===== src/rtl/oric_tape_encoder.sv =====
// Oric fast-format (2400 baud) tape modulator: frames one byte per handshake
// as start/data/odd-parity/stop bit cells on tape_out for the K7_TAPEIN path.
module oric_tape_encoder #(
  parameter int CLK_HZ    = 24000000,
  parameter int TICK_DIV  = CLK_HZ / 4800,
  parameter int STOP_BITS = 4
) (
  input  logic       clk,
  input  logic       reset_n,
  input  logic       enable,
  input  logic [7:0] in_data,
  input  logic       in_valid,
  output logic       in_ready,
  output logic       tape_out,
  output logic       busy,
  output logic       byte_done
);

  localparam int FRAME_LEN = 10 + STOP_BITS;
  localparam int CNT_W     = (TICK_DIV > 1) ? $clog2(TICK_DIV) : 1;
  localparam int IDX_W     = $clog2(FRAME_LEN);
  localparam logic [CNT_W-1:0] TICK_LAST = CNT_W'(TICK_DIV - 1);
  localparam logic [IDX_W-1:0] LAST_IDX  = IDX_W'(FRAME_LEN - 1);

  typedef enum logic [1:0] {ST_IDLE, ST_HIGH, ST_LOW} state_t;

  state_t               state;
  state_t               state_next;
  logic [CNT_W-1:0]     tick_cnt;
  logic [IDX_W-1:0]     bit_idx;
  logic [FRAME_LEN-1:0] shift_reg;
  logic                 low_second;
  logic                 accept;
  logic                 tick_end;
  logic                 low_end;
  logic                 last_bit;

  // A '0' cell needs a second LOW tick; low_second marks that the first has elapsed.
  assign accept   = in_valid & in_ready;
  assign tick_end = (tick_cnt == TICK_LAST);
  assign low_end  = tick_end & (shift_reg[0] | low_second);
  assign last_bit = (bit_idx == LAST_IDX);

  always_ff @(posedge clk or negedge reset_n) begin
    if (!reset_n) begin
      state <= ST_IDLE;
    end else begin
      state <= state_next;
    end
  end

  always_comb begin
    state_next = state;
    case (state)
      ST_IDLE: if (accept)   state_next = ST_HIGH;
      ST_HIGH: if (tick_end) state_next = ST_LOW;
      ST_LOW:  if (low_end)  state_next = last_bit ? ST_IDLE : ST_HIGH;
      default:               state_next = ST_IDLE;
    endcase
    if (!enable) begin
      state_next = ST_IDLE;
    end
  end

  always_comb begin
    in_ready  = (state == ST_IDLE) & enable & reset_n;
    busy      = (state != ST_IDLE);
    tape_out  = (state == ST_HIGH);
    byte_done = (state == ST_LOW) & low_end & last_bit & enable;
  end

  // Frame is shifted out LSB first; the current bit always sits in shift_reg[0].
  always_ff @(posedge clk or negedge reset_n) begin
    if (!reset_n) begin
      tick_cnt   <= '0;
      bit_idx    <= '0;
      shift_reg  <= '0;
      low_second <= 1'b0;
    end else if (!enable) begin
      tick_cnt   <= '0;
      bit_idx    <= '0;
      shift_reg  <= '0;
      low_second <= 1'b0;
    end else begin
      case (state)
        ST_IDLE: begin
          if (accept) begin
            shift_reg  <= {{STOP_BITS{1'b1}}, ~^in_data, in_data, 1'b0};
            bit_idx    <= '0;
            tick_cnt   <= '0;
            low_second <= 1'b0;
          end
        end
        ST_HIGH: begin
          tick_cnt <= tick_end ? '0 : tick_cnt + CNT_W'(1);
        end
        ST_LOW: begin
          if (!tick_end) begin
            tick_cnt <= tick_cnt + CNT_W'(1);
          end else begin
            tick_cnt <= '0;
            if (low_end) begin
              low_second <= 1'b0;
              shift_reg  <= shift_reg >> 1;
              bit_idx    <= last_bit ? '0 : bit_idx + IDX_W'(1);
            end else begin
              low_second <= 1'b1;
            end
          end
        end
        default: begin
        end
      endcase
    end
  end

endmodule


===== config.mk =====
export PLATFORM = sky130hd
export DESIGN_NAME = oric_tape_encoder
export DESIGN_NICKNAME = d
export VERILOG_FILES = /design/src/rtl/oric_tape_encoder.sv
export SDC_FILE = /design/constraint.sdc
export NUM_CORES = 1
export LEC_CHECK = 0
export CORE_ASPECT_RATIO = 1.5
export CORE_UTILIZATION = 55
export CTS_BUF_LIST = sky130_fd_sc_hd__clkbuf_8
export CTS_CLUSTER_SIZE = 20
export DETAILED_ROUTE_END_ITERATION = 16
export GPL_ROUTABILITY_DRIVEN = 1
export GPL_TIMING_DRIVEN = 0
export HOLD_SLACK_MARGIN = 0.08
export PLACE_DENSITY = 0.77
export SYNTH_ARGS = -nofsm -noshare
export SYNTH_HDL_FRONTEND = slang
export SYNTH_SLANG_ARGS = --single-unit

===== constraint.sdc =====
create_clock -name clk -period 2.9 [get_ports clk]
set_clock_uncertainty 0.2 [all_clocks]
set_input_delay 0.29 -clock clk [delete_from_list [all_inputs] [get_ports clk]]
set_output_delay 0.29 -clock clk [all_outputs]
set_load 0.1 [all_outputs]

==> results of run 1 <==
==> cell families after synthesis <==
family,share of synthesized area
AND/OR/NAND/NOR,0.222
AO/OA/AOI/OAI,0.120
flip-flops,0.440
XOR/XNOR,0.0816
buffers and inverters,0.0337
multiplexers,0.0576
adder cells (fa/ha/maj),0.0453
==> cell usage in the layout, fill, tap and decap left out, drive strengths merged, types with 6 or more instances in the layout <==
cell type	instances
dfrtp	34
xnor2	12
inv	7
o21ai	23
nand3	6
nand2	36
and3	7
xor2	6
clkbuf	11
clkdlybuf4s50	12
mux2	9
nor2	14
ha	7
==> report_power, final <==
group	switching, mW	internal, mW
Sequential	0.0263	0.513
Clock	0.170	0.161
Combinational	0.266	0.130
Total	0.462	0.804
==> synth_stat cells (all sizes together), types with 5 or more instances <==
| cell | number |
|---|---|
| a21oi | 5 |
| and3 | 7 |
| clkbuf | 5 |
| dfrtp | 34 |
| ha | 7 |
| inv | 7 |
| mux2 | 9 |
| nand2 | 36 |
| nand3 | 6 |
| nor2 | 14 |
| o21ai | 23 |
| xnor2 | 12 |
| xor2 | 6 |
==> final cells by class <==
type / instances / area (µm²) / area share
inverters: 7 / 26.3 / 0.0117
clock inverters: 2 / 10.0 / 0.00447
plain buffers: 8 / 40.0 / 0.0179
repair buffers: 17 / 163 / 0.0726
clock buffers: 5 / 68.8 / 0.0307
well taps: 42 / 52.6 / 0.0235
flip-flops and latches: 34 / 851 / 0.380
multi-input cells: 157 / 1030 / 0.459
==> tightest hold or removal path: stages (launching register included) <==
cell and delay [ns]:
dfrtp_1 0.34, nand2_1 0.04, o21ai_0 0.06
==> routing by layer <==
layer / GRT usage / vias up
met1: 0.243 / 742
met4: 0.123 / 0
li1: - / 761
met2: 0.434 / 22
met3: 0.0525 / 9
met5: 0 / -
==> worst max path at each step <==
stage	slack (ns)	end
3_5_place_dp	-0.55	byte_done
6_report	0.20	busy
4_1_cts	0.02	byte_done
3_3_place_gp	-0.94	in_ready
5_1_grt	0.1	in_ready
2_1_floorplan	0.10	byte_done
==> what timing repair did <==
item / 4_1_cts / 5_1_grt
hold buffers: 1 / 0
setup buffers: 0 / 1
pin swaps: 1 / 1
endpoints found under the setup margin: 2 / 20
resized for setup: 9 / 4
endpoints found under the hold margin: 34 / 0
==> summary.md, run 1 <==
| Metric | Value |
|---|---|
| Status | completed |
| P&R area growth vs syn | 15.9% |
| DP Worst Slack | -0.553 ns |
| Req. time, crit path | around 2.4 ns |
| DP Cell Count | ~260 |
| CTS root buf | clkbuf_8 |
| Worst-Margin Slew | slightly below 1 ns |
| Ranking of synthesized cells by area | dfrtp_1 44%, nand2_1 7.0%, o21ai_0 5.4% |
| Final WL | approximately 3.9 mm |
| Setup ws final | roughly 0.20 ns |
| RSZ-0062 raised after global routing | no |
| Hold Crit Class | reg2reg |
| Utilization after layout | 0.662 |
| Top_reg_cell synth | dfrtp_1 |
| Initial antenna violation count | 0 |
| Clk_lat worst skew | just under 0.3 ns |
| Critical path startpoint category | flop |
| Post-synth cell types | 38 |
| Layout cell share with drive strength beyond 1 | 0.143 |
| Routed WL per cell | 14.5 µm |
| Initial DRC count | 22 |
| CP Depth | 4 |
| Worst path most repeated cell | inv_1 |
| P_leak | a little under 1 nW |
| Worst EP arrival | 2.21 ns |
| Synth area leader | dfrtp_1 |
| Gpl congestion | 0.837 |
| ANT cells | 0 |
| Port bufs | 15 |
| Placed instance area | around 2100 µm² |
| Hold Path Depth | 2 |
| Worst-path fanout max | 6 |
| Total die area | 3760 µm² |
| Reg2reg path depth | 6 |
| Worst R2R End | shift_reg[11] |
| Synth Cell Area | ~1900 µm² |
| WHS | 0.279 ns |
| First-pass GRT wire length | 6.53 mm |
| Pin count of the biggest net entering global routing | 38 |
| Fin area | around 2200 µm² |
| Pwr dens | roughly 570 nW/µm² |
| Crit path buf inv count | 3 |
| CP endpoint kind | output pin |
| Period utilization | 0.930 |
| Final Hold Viols | 0 |
| Met2 WL | ~2.1 mm |
| CTS buffer count | 5 |
| Slowest-stage cell, CP | clkdlybuf4s50_1 |
| Syn avg cell area | ~9.4 µm² |
| Critical path class | reg2out |
| Rel. slew slack | 0.357 |
| Crit path cell chain | inv_1, ha_1, inv_1, clkdlybuf4s50_1 |
| Total design power | approximately 1.3 mW |
| F_max | between 300 and 400 MHz |
| Layout net count | about 250 |
| Synth Net Count | between 200 and 250 |
| Delay of the slowest cell on the worst path | about 1.1 ns |
| Clk buf depth | 2 |
| Fillers | roughly 300 |
| Detailed-route via count | 1,534 |
| CTS tree | yes |
| Setup TNS | 0 ns |
| Global Route Usage Sum | 0.234 |
| EDFF count, synth | 0 |
| GRT overflow | 0 |
| DRT met1 WL | roughly 1.6 mm |
| Hold Path End | shift_reg[6] |
| Vias in the first global route | around 1.5k |
| R2r setup slk | ~0.57 ns |
| Number of flip-flops in the largest register | 14 |
| IO Pins | 16 |
| Gate Count Post-Synth | between 200 and 250 |
| Post-synth top area share | 0.440 |
| Rows | 26 |
| Setup-failing EPs final | 0 |
| Finished Layout Cells | 272 |
| Part of the Yosys area used for sequential elements | 0.440 |
| RR Startpoint | tick_cnt[5] |
| Vias per Instance | 5.64 |
| Chip height | 74.6 µm |
| Slew Limit Fails | 0 |
| DR DRC count | 0 |
| YS warnings | 0 |
| Max-Cap Viols | 0 |
| Max Used Layer | met4 |
| Core area | 3380 µm² |
| Tmin final | 2.70 ns |
| Die width | 50.4 µm |
| Met3 wire len | around 120 µm |
| # clock sinks | 34 |
| Synth Register Bits | 34 |
| Maximum vdd ir drop | between 0.0005 and 0.0006 V |
| Antenna viol nets, final | 0 |
| DP HPWL | ~2.8 mm |
| DRT Pass-1 Iters | 4 |
| Starting density of the core | 0.571 |
| Min-delay src | shift_reg[6] |
| Top delay family on crit path | buffers and inverters |
| FFs w/ async S/R, synth | 1.00 |
| Critical Path Start | state[0] |
| CTS clock-pin slew for the worst setup and hold paths | around 0.070 ns |
| Htree depth | 2 |
Power figures use the tool's default switching activity.
==> run 2: changes to the inputs <==
==> constraint.sdc (replaced) <==
create_clock -name clk -period 2.6 [get_ports clk]
set_clock_uncertainty 0.2 [all_clocks]
set_input_delay 0.26 -clock clk [delete_from_list [all_inputs] [get_ports clk]]
set_output_delay 0.26 -clock clk [all_outputs]
set_load 0.1 [all_outputs]
==> summary.md, run 2 (synthesis gave the netlist of run 1 again) <==
| Metric | Value |
|---|---|
| Status | completed |
| DP Cell Count | approximately 260 |
| Period utilization | 0.937 |
| Pwr dens | 629 nW/µm² |
| Layout net count | 250 |
| Pin count of the biggest net entering global routing | 35 |
| Core area | about 3400 µm² |
| Initial antenna violation count | 0 |
| DR DRC count | 0 |
| CTS root buf | clkbuf_8 |
| Slowest-stage cell, CP | or4_4 |
| Maximum vdd ir drop | about 0.00057 V |
| CTS buffer count | 5 |
| First-pass GRT wire length | about 7 mm |
| Antenna viol nets, final | 0 |
| P&R area growth vs syn | 17.8% |
| Layout cell share with drive strength beyond 1 | 0.148 |
| Global Route Usage Sum | 0.255 |
| Gpl congestion | roughly 0.81 |
| Placed instance area | 2140 µm² |
| Crit path cell chain | or4_4, nor4_4, nand2_2, nor3_4, buf_12 |
| IO Pins | 16 |
| Setup TNS | 0 ns |
| Finished Layout Cells | ~270 |
| Tmin final | between 2 and 2.5 ns |
| Worst-Margin Slew | around 0.96 ns |
| Vias in the first global route | 1,557 |
| Routed WL per cell | 14.9 µm |
| Rel. slew slack | 0.360 |
| Worst EP arrival | 1.98 ns |
| CTS tree | yes |
| Max-Cap Viols | 0 |
| Clk_lat worst skew | around 0.29 ns |
| CP endpoint kind | output pin |
| Delay of the slowest cell on the worst path | slightly below 0.6 ns |
| Most frequent cells in the layout | 35 x nand2_1, 34 x dfrtp_1, 21 x o21ai_0 |
| Fin area | approximately 2300 µm² |
| Clk buf depth | 2 |
| ANT cells | 0 |
| Setup-failing EPs final | 0 |
| Detailed-route via count | between 1.5k and 2k |
| Req. time, crit path | 2.14 ns |
| GRT overflow | 0 |
| Hold Crit Class | reg2reg |
| Port bufs | 15 |
| Fillers | between 300 and 400 |
| Initial DRC count | 28 |
| Total design power | 1.43 mW |
| Top delay family on crit path | simple AND/OR/NAND/NOR gates |
| Rows | 26 |
| DP HPWL | 2.81 mm |
| Number of flip-flops in the largest register | 14 |
| Starting density of the core | 0.571 |
| Die width | between 50 and 60 µm |
| RSZ-0062 raised after global routing | no |
| # clock sinks | 34 |
| Critical path class | reg2out |
| Critical path startpoint category | flop |
| DRT Pass-1 Iters | 4 |
| Crit path buf inv count | 1 |
| CTS clock-pin slew for the worst setup and hold paths | about 0.060 ns |
| Slew Limit Fails | 0 |
| F_max | between 400 and 500 MHz |
| Worst-path fanout max | 4 |
| Utilization after layout | 0.673 |
| Final Hold Viols | 0 |
| Total die area | 3760 µm² |
| P_leak | around 1.0 nW |
| Vias per Instance | around 5.6 |
| Commonest non-fill, non-tap cell in the layout | nand2_1 |
| Final WL | 4.06 mm |
| Htree depth | 2 |
| Chip height | between 70 and 80 µm |
[run 2: worst register-to-register path, delay by kind of cell (launching register included)]
kind | cells | cell delay (ns)
buffers and inverters | 3 | 0.49
flip-flops | 1 | 0.42
AND/OR/NAND/NOR | 1 | 0.14
adder cells (fa/ha/maj) | 1 | 0.21
AO/OA/AOI/OAI | 3 | 0.80
[run 2: final timing paths]
check                              from  cells past startpoint  slack [ns]       endpoint
min reg2reg                shift_reg[3]                      2        0.28   shift_reg[3]
max                         tick_cnt[5]                      5        0.16      byte_done
min in group asynchronous       reset_n                      3        0.36    tick_cnt[3]
min                        shift_reg[3]                      2        0.28   shift_reg[3]
max in group asynchronous       reset_n                      3        1.67   shift_reg[3]
max reg2reg                    state[0]                      8        0.18  shift_reg[11]
[run 2: power breakdown]
group	switching (mW)	internal [mW]	leakage [nW]
clock	0.182	0.204	0.0431
combinational	0.301	0.142	0.501
sequential	0.0300	0.573	0.457
[run 2: cell type report]
cell class	count	area [µm²]	area share
sequential	34	851	0.374
multi-input combinational	157	1030	0.454
tap	42	52.6	0.0231
clock buffer	6	82.6	0.0363
buffer	8	40.0	0.0176
inverter	7	26.3	0.0115
timing repair buffer	18	191	0.0841
[run 2: what timing repair did]
item                                    in CTS  in global routing
resized for setup                           15                  4
endpoints found under the setup margin       3                  3
endpoints found under the hold margin       34                  0
setup buffers                                1                  0
hold buffers                                 2                  0
pin swaps                                    1                  1
[run 2: through the flow]
stage	setup WS (ns)	hold WS (ns)
final	0.165	0.280
after global routing	0.0151	0.312
after CTS	0.00608	0.283
after detailed placement	-0.766	0.196
after global placement	-1.19	0.258
after floorplan	0.0154	-0.236
[run 2: per-layer routing]
layer  up-vias  global-route usage  share of wire
met1       740               0.258           0.41
met2        25               0.483           0.53
met5         -                   0              0
li1        754                   -              -
met4         0               0.130          0.028
met3        11              0.0566          0.026
==> run 3: changes to the inputs <==
--- a/config.mk
+++ b/config.mk
@@ -6,6 +6,7 @@
 export NUM_CORES = 1
 export LEC_CHECK = 0
 export CORE_ASPECT_RATIO = 1.5
+export CORE_MARGIN = 3
 export CORE_UTILIZATION = 55
 export CTS_BUF_LIST = sky130_fd_sc_hd__clkbuf_8
 export CTS_CLUSTER_SIZE = 20
@@ -14,6 +15,7 @@
 export GPL_TIMING_DRIVEN = 0
 export HOLD_SLACK_MARGIN = 0.08
 export PLACE_DENSITY = 0.77
+export RECOVER_POWER = 25
 export SYNTH_ARGS = -nofsm -noshare
 export SYNTH_HDL_FRONTEND = slang
 export SYNTH_SLANG_ARGS = --single-unit
==> summary.md, run 3 (synthesis gave the netlist of run 1 again) <==
| Metric | Value |
|---|---|
| Hold Path Depth | 2 |
| DR DRC count | 0 |
| Fin area | approximately 2300 µm² |
| CTS root buf | clkbuf_8 |
| Antenna viol nets, final | 0 |
| DRT Pass-1 Iters | 4 |
| Port bufs | 15 |
| Detailed-route via count | 1,551 |
| Status | complete, but fails checks |
| Area of the multi-input gates | roughly 1000 µm² |
| GRT overflow | 0 |
| Power Internal | 980 µW |
| Htree depth | 2 |
| CTS buffer count | 5 |
| Placed instance area | approximately 2100 µm² |
| Hold Path End | shift_reg[10] |
| Most frequent cells in the layout | 35 x nand2_1, 34 x dfrtp_1, 21 x o21ai_0 |
| Total die area | between 4000 and 5000 µm² |
| Layout net count | 250 |
| Total design power | ~1.5 mW |
| Min-delay src | shift_reg[10] |
| Max-Cap Viols | 1 |
| Failing checks | capacitance limit, slew limit |
| Utilization after layout | 0.705 |
| Clk buf depth | 2 |
| Hold Crit Class | reg2reg |
| ANT cells | 0 |
| DP HPWL | ~3.0 mm |
| Clk_lat worst skew | 0.28 ns |
| P_leak | 1.02 nW |
| Worst R2R End | shift_reg[11] |
| Pin count of the biggest net entering global routing | 35 |
| Starting density of the core | 0.594 |
| Final WL | slightly above 4 mm |
| Part of the power in registers | 0.401 |
| Gate power share | 0.295 |
| Setup TNS | 0 ns |
| Tmin final | approximately 2.5 ns |
| Commonest non-fill, non-tap cell in the layout | nand2_1 |
| Routed WL per cell | 15.2 µm |
| Die width | around 54 µm |
| Worst EP arrival | 2.00 ns |
| Final Hold Viols | 0 |
| CP endpoint kind | output pin |
| Core area | 3250 µm² |
| Worst-Margin Slew | about 1.5 ns |
| Rows | 25 |
| # clock sinks | 34 |
| WHS | between 0.2 and 0.3 ns |
| Gpl congestion | 0.779 |
| First-pass GRT wire length | 7.03 mm |
| Critical path startpoint category | flop |
| Setup-failing EPs final | 0 |
| NetSw | ~520 µW |
| Reg2reg path depth | 8 |
| Number of flip-flops in the largest register | 14 |
| RSZ-0062 raised after global routing | no |
| Req. time, crit path | roughly 2.1 ns |
| Crit path buf inv count | 1 |
| Slew Limit Fails | 35 |
| Sw Ratio | 0.347 |
| DP Cell Count | about 260 |
| Global Route Usage Sum | 0.223 |
| F_max | 407 MHz |
| Critical path class | reg2out |
| CTS tree | yes |
| P&R area growth vs syn | 18.7% |
| Layout cell share with drive strength beyond 1 | 0.151 |
| Maximum vdd ir drop | 0.000515 V |
| Top delay family on crit path | simple AND/OR/NAND/NOR gates |
| Delay of the slowest cell on the worst path | between 0.5 and 0.6 ns |
| Chip height | 78.6 µm |
| Crit path cell chain | or4_4, nor4_4, nand2_2, nor3_4, buf_12 |
| CTS clock-pin slew for the worst setup and hold paths | 0.07 ns |
| DP Worst Slack | -0.747 ns |
| IO Pins | 16 |
| Slowest-stage cell, CP | or4_4 |
| Worst-path fanout max | 4 |
| Vias per Instance | approximately 5.7 |
| Finished Layout Cells | ~270 |
| Initial DRC count | 46 |
| Period utilization | 0.945 |
| Pwr dens | 654 nW/µm² |
| Fillers | 258 |
| Rel. slew slack | -0.0197 |
| Sequential Area | 851 µm² |
| RR Startpoint | state[0] |
| R2r setup slk | ~0.22 ns |
| Vias in the first global route | around 1.7k |
| Clock network fraction of design power | 0.304 |
| Initial antenna violation count | 0 |
| Setup ws final | about 0.14 ns |
[run 3: changes by cell type in the layout (fill, tap and decap cells not counted), sizes merged]
| cell | delta |
|---|---|
| buf | -1 |
| clkbuf | +2 |
| dlymetal6s4s | +1 |
[run 3: how the worst max path moves through the flow]
| stage | startpoint | end | slack, ns | cells past startpoint |
|---|---|---|---|---|
| 2_1_floorplan | tick_cnt[5] | byte_done | 0.02 | 4 |
| 3_3_place_gp | reset_n | in_ready | -1.18 | 3 |
| 3_5_place_dp | enable | in_ready | -0.75 | 5 |
| 4_1_cts | tick_cnt[5] | byte_done | 0.004 | 5 |
| 5_1_grt | state[0] | shift_reg[11] | 0.001 | 8 |
| 6_report | tick_cnt[5] | byte_done | 0.14 | 5 |
[run 3: what timing repair did]
action                     in CTS  in global routing
hold endpoints to repair       34                  0
hold buffers                    2                  0
pin swaps                       1                  1
gates resized for setup        17                  3
gates cloned                    0                  0
setup endpoints to repair       3                  3
buffers inserted                1                  0
[run 3: final cells by class]
class	count	share of cell area
multi-input combinational	157	0.450
clock buffer	8	0.0480
inverter	7	0.0115
buffer	8	0.0174
timing repair buffer	18	0.0802
sequential	34	0.371
tap	40	0.0218
[run 3: worst min-delay path, cell delays in order, from the launching register on]
cell	delay [ns]
dfrtp_1	0.34
nand2_1	0.04
o21ai_0	0.06
[run 3: power by group through the flow]
stage | clock network (mW) | logic, mW | registers (mW)
floorplan | 0 | 0.337 | 0.604
global placement | 0 | 0.437 | 0.609
detailed placement | 0 | 0.449 | 0.612
CTS | 0.466 | 0.449 | 0.603
global route | 0.492 | 0.481 | 0.609
finish | 0.456 | 0.443 | 0.603
[run 3: layer usage]
metal / global-route usage / vias up / share of wire
met5: 0 / - / 0
met4: 0.0998 / 0 / 0.023
met3: 0.0493 / 10 / 0.028
met2: 0.396 / 21 / 0.54
met1: 0.237 / 759 / 0.41
li1: - / 761 / -
